--- src/rtl/stopwatch_if.sv ---
// Control and status bundle for the stopwatch; master drives pulses and limit, slave is the timer.
// With STOPWATCH_BCD_EN defined the bundle also carries the BCD digit outputs.
interface stopwatch_if;
    logic       start;
    logic       stop;
    logic       clear;
    logic       lap;
    logic [6:0] limit;
    logic [6:0] time_out;
    logic [6:0] lap_out;
    logic       running;
    logic       sec_tick;
    logic       done;
`ifdef STOPWATCH_BCD_EN
    logic [3:0] tens_out;
    logic [3:0] ones_out;

    modport master (
        output start, stop, clear, lap, limit,
        input  time_out, lap_out, running, sec_tick, done, tens_out, ones_out
    );
    modport slave (
        input  start, stop, clear, lap, limit,
        output time_out, lap_out, running, sec_tick, done, tens_out, ones_out
    );
`else
    modport master (
        output start, stop, clear, lap, limit,
        input  time_out, lap_out, running, sec_tick, done
    );
    modport slave (
        input  start, stop, clear, lap, limit,
        output time_out, lap_out, running, sec_tick, done
    );
`endif
endinterface

--- src/rtl/stopwatch.sv ---
// Up-counting seconds timer with pause/resume, lap capture and a programmable stop limit.
// Define STOPWATCH_BCD_EN to add registered BCD digits (tens_out/ones_out) of time_out.
module stopwatch #(
    parameter int TICKS_PER_SEC = 100000000,
    parameter int MAX_SEC       = 99
) (
    input  logic clk,
    input  logic rst,
    stopwatch_if.slave sw
);
    localparam int             PW   = $clog2(TICKS_PER_SEC);
    localparam logic [PW-1:0]  TERM = PW'(TICKS_PER_SEC - 1);
    localparam logic [6:0]     MAX7 = 7'(MAX_SEC);

    typedef enum logic [1:0] {S_IDLE, S_RUN, S_PAUSE, S_DONE} state_t;

    state_t        r_state, w_state_next;
    logic [PW-1:0] r_presc, w_presc_next;
    logic [6:0]    r_time,  w_time_next;
    logic [6:0]    r_lap;
    logic          r_tick,  w_tick_next;
    logic [6:0]    w_lim;

    always_ff @(posedge clk) begin
        if (!rst) begin
            r_state <= S_IDLE;
            r_presc <= '0;
            r_time  <= '0;
            r_lap   <= '0;
            r_tick  <= 1'b0;
        end else begin
            r_state <= w_state_next;
            r_presc <= w_presc_next;
            r_time  <= w_time_next;
            r_tick  <= w_tick_next;
            if (sw.lap)
                r_lap <= r_time;
        end
    end

    always_comb begin
        w_lim        = (sw.limit == 7'd0 || sw.limit > MAX7) ? MAX7 : sw.limit;
        w_state_next = r_state;
        w_presc_next = r_presc;
        w_time_next  = r_time;
        w_tick_next  = 1'b0;
        // clear zeroes the count in every state; the state change is decided below
        if (sw.clear) begin
            w_time_next  = '0;
            w_presc_next = '0;
        end
        case (r_state)
            S_IDLE: begin
                if (!sw.clear && sw.start)
                    w_state_next = S_RUN;
            end
            S_RUN: begin
                if (sw.stop) begin
                    w_state_next = S_PAUSE;
                end else if (sw.clear) begin
                    w_state_next = S_RUN;
                end else if (r_time >= w_lim) begin
                    w_state_next = S_DONE;
                end else if (r_presc == TERM) begin
                    w_presc_next = '0;
                    w_time_next  = r_time + 7'd1;
                    w_tick_next  = 1'b1;
                    if (r_time + 7'd1 == w_lim)
                        w_state_next = S_DONE;
                end else begin
                    w_presc_next = r_presc + PW'(1);
                end
            end
            S_PAUSE: begin
                if (sw.clear)
                    w_state_next = S_IDLE;
                else if (!sw.stop && sw.start)
                    w_state_next = S_RUN;
            end
            S_DONE: begin
                if (sw.clear)
                    w_state_next = S_IDLE;
            end
            default: w_state_next = S_IDLE;
        endcase
    end

    assign sw.time_out = r_time;
    assign sw.lap_out  = r_lap;
    assign sw.running  = (r_state == S_RUN);
    assign sw.sec_tick = r_tick;
    assign sw.done     = (r_state == S_DONE);

`ifdef STOPWATCH_BCD_EN
    logic [3:0] r_tens, r_ones, w_tens, w_ones;

    always_comb begin
        w_tens = 4'd9;
        w_ones = 4'd9;
        if (w_time_next <= 7'd99) begin
            w_tens = 4'(w_time_next / 7'd10);
            w_ones = 4'(w_time_next % 7'd10);
        end
    end

    always_ff @(posedge clk) begin
        if (!rst) begin
            r_tens <= '0;
            r_ones <= '0;
        end else begin
            r_tens <= w_tens;
            r_ones <= w_ones;
        end
    end

    assign sw.tens_out = r_tens;
    assign sw.ones_out = r_ones;
`endif
endmodule

--- src/flat_wrapper.sv ---
// flat-port wrapper written by rule: the top's interface ports become plain ports
module stopwatch_flat 
#(
    parameter int TICKS_PER_SEC = 100000000,
    parameter int MAX_SEC       = 99
)
  (clk, rst, sw_start, sw_stop, sw_clear, sw_lap, sw_limit, sw_time_out, sw_lap_out, sw_running, sw_sec_tick, sw_done);
  stopwatch_if sw_i ();
  input  logic clk;
  input  logic rst;
  input wire logic [$bits(sw_i.start)-1:0] sw_start;
  input wire logic [$bits(sw_i.stop)-1:0] sw_stop;
  input wire logic [$bits(sw_i.clear)-1:0] sw_clear;
  input wire logic [$bits(sw_i.lap)-1:0] sw_lap;
  input wire logic [$bits(sw_i.limit)-1:0] sw_limit;
  output wire logic [$bits(sw_i.time_out)-1:0] sw_time_out;
  output wire logic [$bits(sw_i.lap_out)-1:0] sw_lap_out;
  output wire logic [$bits(sw_i.running)-1:0] sw_running;
  output wire logic [$bits(sw_i.sec_tick)-1:0] sw_sec_tick;
  output wire logic [$bits(sw_i.done)-1:0] sw_done;
  assign sw_i.start = sw_start;
  assign sw_i.stop = sw_stop;
  assign sw_i.clear = sw_clear;
  assign sw_i.lap = sw_lap;
  assign sw_i.limit = sw_limit;
  assign sw_time_out = sw_i.time_out;
  assign sw_lap_out = sw_i.lap_out;
  assign sw_running = sw_i.running;
  assign sw_sec_tick = sw_i.sec_tick;
  assign sw_done = sw_i.done;
  stopwatch #(.TICKS_PER_SEC(TICKS_PER_SEC), .MAX_SEC(MAX_SEC)) u_core (.clk(clk), .rst(rst), .sw(sw_i));
endmodule
--- config.mk ---
export PLATFORM = sky130hd
export DESIGN_NAME = stopwatch_flat
export DESIGN_NICKNAME = d
export VERILOG_FILES = /design/src/rtl/stopwatch_if.sv /design/src/rtl/stopwatch.sv /design/src/flat_wrapper.sv
export SDC_FILE = /design/constraint.sdc
export NUM_CORES = 1
export LEC_CHECK = 0
export CORE_MARGIN = 2
export CORE_UTILIZATION = 41
export CTS_CLUSTER_SIZE = 30
export DETAILED_ROUTE_END_ITERATION = 10
export DONT_BUFFER_PORTS = 1
export PLACE_DENSITY = 0.55
export RECOVER_POWER = 100
export SLEW_MARGIN = 5
export SYNTH_ARGS = -nofsm -noshare
export SYNTH_HDL_FRONTEND = slang
export SYNTH_SLANG_ARGS = --single-unit
export TNS_END_PERCENT = 100
--- constraint.sdc ---
create_clock -name clk -period 2.75 [get_ports clk]
set_input_delay 0.1375 -clock clk [delete_from_list [all_inputs] [get_ports clk]]
set_output_delay 0.1375 -clock clk [all_outputs]
set_load 0.01 [all_outputs]
==> flow_summary.json, run 1 <==
{
  "use_met1_pct": 24.7,
  "layout_common_cells": "dfxtp_1, a21oi_1, nand2_1, nand3_1, buf_4",
  "drt-wirelength-per-cell_um": 14.9,
  "core_mm2": 0.00599,
  "met3_usage_pct": 3.58,
  "reg2reg_depth": 9,
  "drv_slew": 0,
  "htreeDepth": 2,
  "cts_root_buf": "clkbuf_8",
  "synth_edf_count": 0,
  "clkSinkCount": 44,
  "yosysSeqAreaShare_pct": 34.1,
  "synth.area.top_cells": "dfxtp_1, a21oi_1, nand3_1",
  "grt_max_degree": 22,
  "die_h_um": 83.4,
  "outcome": "finished clean",
  "drive_gt1_share_pct": 12.7,
  "netlist_area_mm2": 0.00258,
  "routabilityCongestion": 0.845,
  "start_kind": "flop",
  "worstPathArrival_ns": 2.76,
  "preCtsSetupSlack_ns": -0.0536,
  "hold_depth": 2,
  "ys_warn_count": 0,
  "start_util_pct": 43.1,
  "synth_area_per_cell_um2": 7.79,
  "grt-ovfl-total": 0,
  "clk_latency_ns": 0.30,
  "reg2reg_from": "u_core.sw.time_out[4]",
  "syn2layout_area_growth_pct": 16.2,
  "grtUsageTotal_pct": 19.2,
  "first_global_vias": 2166,
  "timing.max_cap.violations": 0,
  "final_core_util_pct": 50.1,
  "timing.setup.tns_ns": 0,
  "die_x_um": 83.4,
  "nets": 384,
  "drt-pass1-iter-count": 4,
  "row_count": 28,
  "hold_path.class": "in2reg",
  "clockBufferDepth": 2,
  "antenna_found_initial": 0,
  "period_share_pct": 91.9,
  "max_freq_mhz": 396,
  "ir_drop_v": 0.000261,
  "syn_inst": 332,
  "dieArea_mm2": 0.00696,
  "yosysTopAreaCellShare_pct": 34.1,
  "grt_pass1_wl_um": 10800,
  "first_iter_violations": 106,
  "synth.largest_area_cell": "dfxtp_1",
  "worst_setup_path_end_kind": "flop",
  "tightest_slew_ns": 0.432,
  "synth_cell_type_count": 46,
  "cts_tree": "done",
  "ys_seq_elements": 44,
  "grt.busiest_layer": "met2",
  "fin_ws_ns": 0.222,
  "diodes": 0,
  "final_common_cell": "dfxtp_1",
  "grt.met2_usage_pct": 32.3,
  "cts.reportedPaths.clkPinSlew_ns": 0.09,
  "critPathRequiredTime_ns": 2.98,
  "path_class": "reg2reg",
  "synthFlopType": "dfxtp_1",
  "fin_skew_ns": 0.00533,
  "setup_viol": 0,
  "min-delay-start": "sw_lap",
  "slew_headroom_pct": 70.9,
  "io_pins": 30,
  "hold_viol": 0,
  "p_leak_nw": 1.08,
  "viasPerCell": 5.47,
  "min_period_ns": 2.53,
  "drt-total-wl_um": 6530,
  "dp_hpwl_um": 4970,
  "vias": 2396,
  "drtAntennaViolNets": 0,
  "async_reset_ff_share_pct": 0,
  "cts_inserted_buffers": 5,
  "final_cells": 438,
  "drc": 0,
  "regToRegEndpoint": "u_core.r_presc[9]",
  "reg2reg_slack_ns": 0.22,
  "dp.cells": 428,
  "p_per_area_mw_per_mm2": 431,
  "min_delay_worst_endpoint": "u_core.sw.lap_out[0]",
  "syn_nets": 354,
  "worstPathMaxFanout": 11,
  "portBuffers": 0
}
## worst max path at each step
stage | from | endpoint | cells after the start
6_report | u_core.sw.time_out[4] | u_core.r_presc[9] | 9
5_1_grt | u_core.sw.time_out[4] | u_core.r_presc[22] | 9
4_1_cts | u_core.sw.time_out[4] | u_core.r_presc[13] | 8
3_5_place_dp | sw_limit[0] | u_core.r_presc[3] | 9
3_3_place_gp | sw_limit[0] | u_core.r_presc[6] | 10
2_1_floorplan | sw_limit[0] | u_core.r_presc[17] | 11
## through the flow
step	power, mW	hold slack, ns	cell area, µm²
after floorplan	0.726	0.308	2590
after global placement	0.757	0.267	2880
after detailed placement	0.757	0.272	2880
after CTS	1.31	0.00600	3020
after global routing	1.35	0.00817	3000
final	1.29	0.0101	3000
## sequential cells by signal, summed over array words and instances (netlist names)
| signal | count |
|---|---|
| u_core.sw.sec_tick | 1 |
| u_core.r_presc | 27 |
| u_core.r_state | 2 |
| u_core.sw.time_out | 7 |
| u_core.sw.lap_out | 7 |
## cells in the mapped netlist, types with 2 or more instances
master	instances
and3_1	6
nand2_1	28
o21ai_1	2
nor3_1	8
o21ai_0	26
nand4_1	6
xnor2_1	8
xor2_1	6
mux2i_1	7
nand2b_1	6
nor3b_1	2
o31ai_1	4
or3_1	14
a21o_1	4
nor4_1	3
a21oi_1	32
or2_2	4
nand3_1	28
dfxtp_1	44
and2_1	2
nor2_1	23
or4b_1	2
inv_1	13
nand3b_1	2
a311oi_1	2
nor2b_1	14
ha_1	9
clkbuf_1	9
## where the power goes
group	switching [mW]	leakage, nW	internal [mW]
clock network	0.228	0.0645	0.321
registers	0.00410	0.355	0.639
logic	0.0563	0.665	0.0467
total	0.288	1.08	1.01
## cells by family (layout without fill, tap and decap cells)
kind of cell	after synthesis	count (layout)	share of synthesized area, %
and+or+nand+nor	153	153	32.2
AOI/OAI and AO/OA	81	81	18.3
muxes	7	7	2.71
adders and majority gates	9	9	4.36
buffers and inverters	24	55	3.53
DFF	44	44	34.1
xor gates and xnor gates	14	14	4.74
## timing repair
| item | in CTS | in global routing |
|---|---|---|
| setup buffers | 0 | 1 |
| hold buffers | 1 | 0 |
| resized for setup | 0 | 3 |
| endpoints found under the setup margin | 0 | 24 |
| hold endpoints to repair | 10 | 0 |
## routing by layer
metal	vias to the layer above	part of all wire [%]
met5	-	0
met1	1091	47
met3	10	3.8
met4	0	1.6
met2	45	48
li1	1250	-
## layout make-up
| cell class | count | area, µm² |
|---|---|---|
| Clock buffer | 7 | 96.3 |
| Clock inverter | 1 | 30.0 |
| Fill cell | 624 | 2990 |
| Inverter | 13 | 48.8 |
| Multi-Input combinational cell | 264 | 1620 |
| Sequential cell | 44 | 881 |
| Tap cell | 75 | 93.8 |
| Timing Repair Buffer | 34 | 231 |
## critical path, stage by stage, from the launching register on
cell	delay, ns
dfxtp_1	0.32
ha_1	0.31
a21o_1	0.17
a21o_1	0.18
a2111oi_1	0.45
o21a_2	0.32
nand3_1	0.09
buf_4	0.20
or3_1	0.35
o21ai_0	0.07
Power figures use the tool's default switching activity.
==> inputs of run 2 (changes only) <==
- MAX_ROUTING_LAYER: not set -> met4
- clock period: 2.75 -> 2.3 ns (I/O delays scaled with it)
==> run 2 against run 1 <==
The run now ends with setup timing left. Flip-flop and latch count unchanged. Sequential power up 20%. Count of clock-buffer cells in the layout stayed put. Largest power group unchanged. Clock power is 20% higher. First-iteration DRC count up 19%. Wire length increased by 14%. Setup slack got worse by 0.27 ns. Total power increased by 22%.
==> flow_summary.json, run 2 (synthesis gave the netlist of run 1 again) <==
{
  "drt-pass1-iter-count": 4,
  "first_global_vias": 2547,
  "ir_drop_v": 0.000348,
  "p_switching_uw": 363,
  "io_pins": 30,
  "hold_path.class": "in2reg",
  "syn2layout_area_growth_pct": 37.3,
  "final_common_cell": "buf_4",
  "clockBufferDepth": 2,
  "min-delay-start": "sw_stop",
  "drt-wirelength-per-cell_um": 15.6,
  "worstPathMaxFanout": 2,
  "dp.cells": 449,
  "grt_max_degree": 16,
  "die_h_um": 83.4,
  "drv_slew": 0,
  "fin_skew_ns": 0.00737,
  "timing.max_cap.violations": 0,
  "cts_tree": "done",
  "worst_setup_path_end_kind": "flop",
  "seq_power_share_pct": 48.6,
  "max_freq_mhz": 425,
  "drc": 0,
  "power.internal_mw": 1.22,
  "vias": 2668,
  "hold_viol": 0,
  "clkSinkCount": 44,
  "cp-startpoint": "u_core.r_presc[8]",
  "cts_root_buf": "clkbuf_8",
  "drtAntennaViolNets": 0,
  "reg2reg_from": "u_core.r_presc[8]",
  "fin_ws_ns": -0.0517,
  "num-fill-cells": 548,
  "start_util_pct": 43.1,
  "setup_viol": 1,
  "power_frac_clock_pct": 41.6,
  "p_leak_nw": 1.35,
  "diodes": 0,
  "drive_gt1_share_pct": 26.4,
  "portBuffers": 0,
  "comb_power_share_pct": 9.8,
  "cts_inserted_buffers": 5,
  "final_area_mm2": 0.00355,
  "rsz0062_at_grt": "true",
  "outcome": "finished, violations left",
  "slew_headroom_pct": 72.7,
  "dieArea_mm2": 0.00696,
  "total_power_mw": 1.58,
  "start_kind": "flop",
  "htreeDepth": 2,
  "dp_hpwl_um": 5390,
  "placed_area_mm2": 0.00307,
  "worstPathArrival_ns": 2.58,
  "final_cells": 476,
  "grt_pass1_wl_um": 12500,
  "switching_share_pct": 22.9,
  "die_x_um": 83.4,
  "nets": 422,
  "p_per_area_mw_per_mm2": 446,
  "core_mm2": 0.00599,
  "tightest_slew_ns": 0.410,
  "largest_reg_flops": 27,
  "layout_common_cells": "buf_4, dfxtp_1, a21oi_1",
  "min_period_ns": 2.35,
  "period_share_pct": 102,
  "critPathRequiredTime_ns": 2.53,
  "grtUsageTotal_pct": 22.3,
  "max_flop_register": "u_core.r_presc",
  "timing.setup.tns_ns": -0.0517,
  "violations": "setup timing",
  "antenna_found_initial": 0,
  "cts.reportedPaths.clkPinSlew_ns": 0.09,
  "path_class": "reg2reg",
  "grt-ovfl-total": 0,
  "row_count": 28,
  "clk_latency_ns": 0.30,
  "first_iter_violations": 126,
  "drt-total-wl_um": 7440,
  "viasPerCell": 5.61,
  "routabilityCongestion": 0.902
}
==> run 2: cell types whose count changed in the layout (fill, tap and decap cells not counted), moves of 4 or more <==
cell / previous run / this run
o21ai_0: 25 / 17
dlygate4sd3_1: 1 / 10
a21oi_1: 32 / 28
nand3_1: 28 / 24
buf_4: 26 / 51
o21ai_1: 3 / 9
==> run 2: timing repair <==
item                       in CTS  in global routing
gates resized for setup        17                 29
hold buffers                   10                  0
setup endpoints to repair      24                 26
setup buffers                   5                  4
cloned                          1                  0
pin swaps                       9                  9
hold endpoints to repair       11                  0
==> run 2: layout make-up <==
type,instances,area (µm²),share of cell area (%)
multi-input combinational,264,1850,52.0
timing repair buffer,72,548,15.4
tap,75,93.8,2.64
clock inverter,1,30.0,0.846
clock buffer,7,96.3,2.71
inverter,13,48.8,1.37
sequential,44,887,25.0
==> run 2: critical path: stages (launching register included) <==
cell	delay, ns
dfxtp_1	0.32
or4b_4	0.55
nor4_4	0.27
and3_4	0.24
or4b_4	0.47
a2111oi_4	0.21
o21ai_1	0.10
a21boi_1	0.13
==> run 2: power groups by stage <==
| stage | registers (mW) | logic [mW] | clock network, mW |
|---|---|---|---|
| after floorplan | 0.785 | 0.0898 | 0 |
| after global placement | 0.787 | 0.126 | 0 |
| after detailed placement | 0.787 | 0.126 | 0 |
| after CTS | 0.769 | 0.144 | 0.689 |
| after global routing | 0.771 | 0.169 | 0.710 |
| final | 0.770 | 0.155 | 0.659 |
==> run 2: metal layers <==
layer  global-route usage (%)  wire, µm  up-vias
met2                     36.7      3630       55
li1                         -         -     1333
met5                        -         0        -
met1                     28.5      3370     1273
met4                     4.17        75        0
met3                     4.67       371        7
==> run 2: path summary, 6_finish.rpt <==
kind / end / depth (start not counted) / slack (ns)
setup / recovery: u_core.r_state[1] / 7 / -0.05
hold / removal: u_core.r_presc[0] / 3 / 0.02
setup reg to reg: u_core.r_state[1] / 7 / -0.05
hold reg to reg: u_core.r_presc[22] / 2 / 0.49
==> run 2: metrics by stage <==
| stage | setup WS [ns] | hold slack [ns] | util, % |
|---|---|---|---|
| final | -0.0517 | 0.0157 | 59.3 |
| after CTS | -0.0638 | 0.00430 | 57.2 |
| after detailed placement | -0.308 | 0.245 | 51.3 |
| after global placement | -0.271 | 0.242 | 51.3 |
| after global routing | -0.152 | 0.0327 | 59.3 |
| after floorplan | 0.000123 | 0.286 | - |
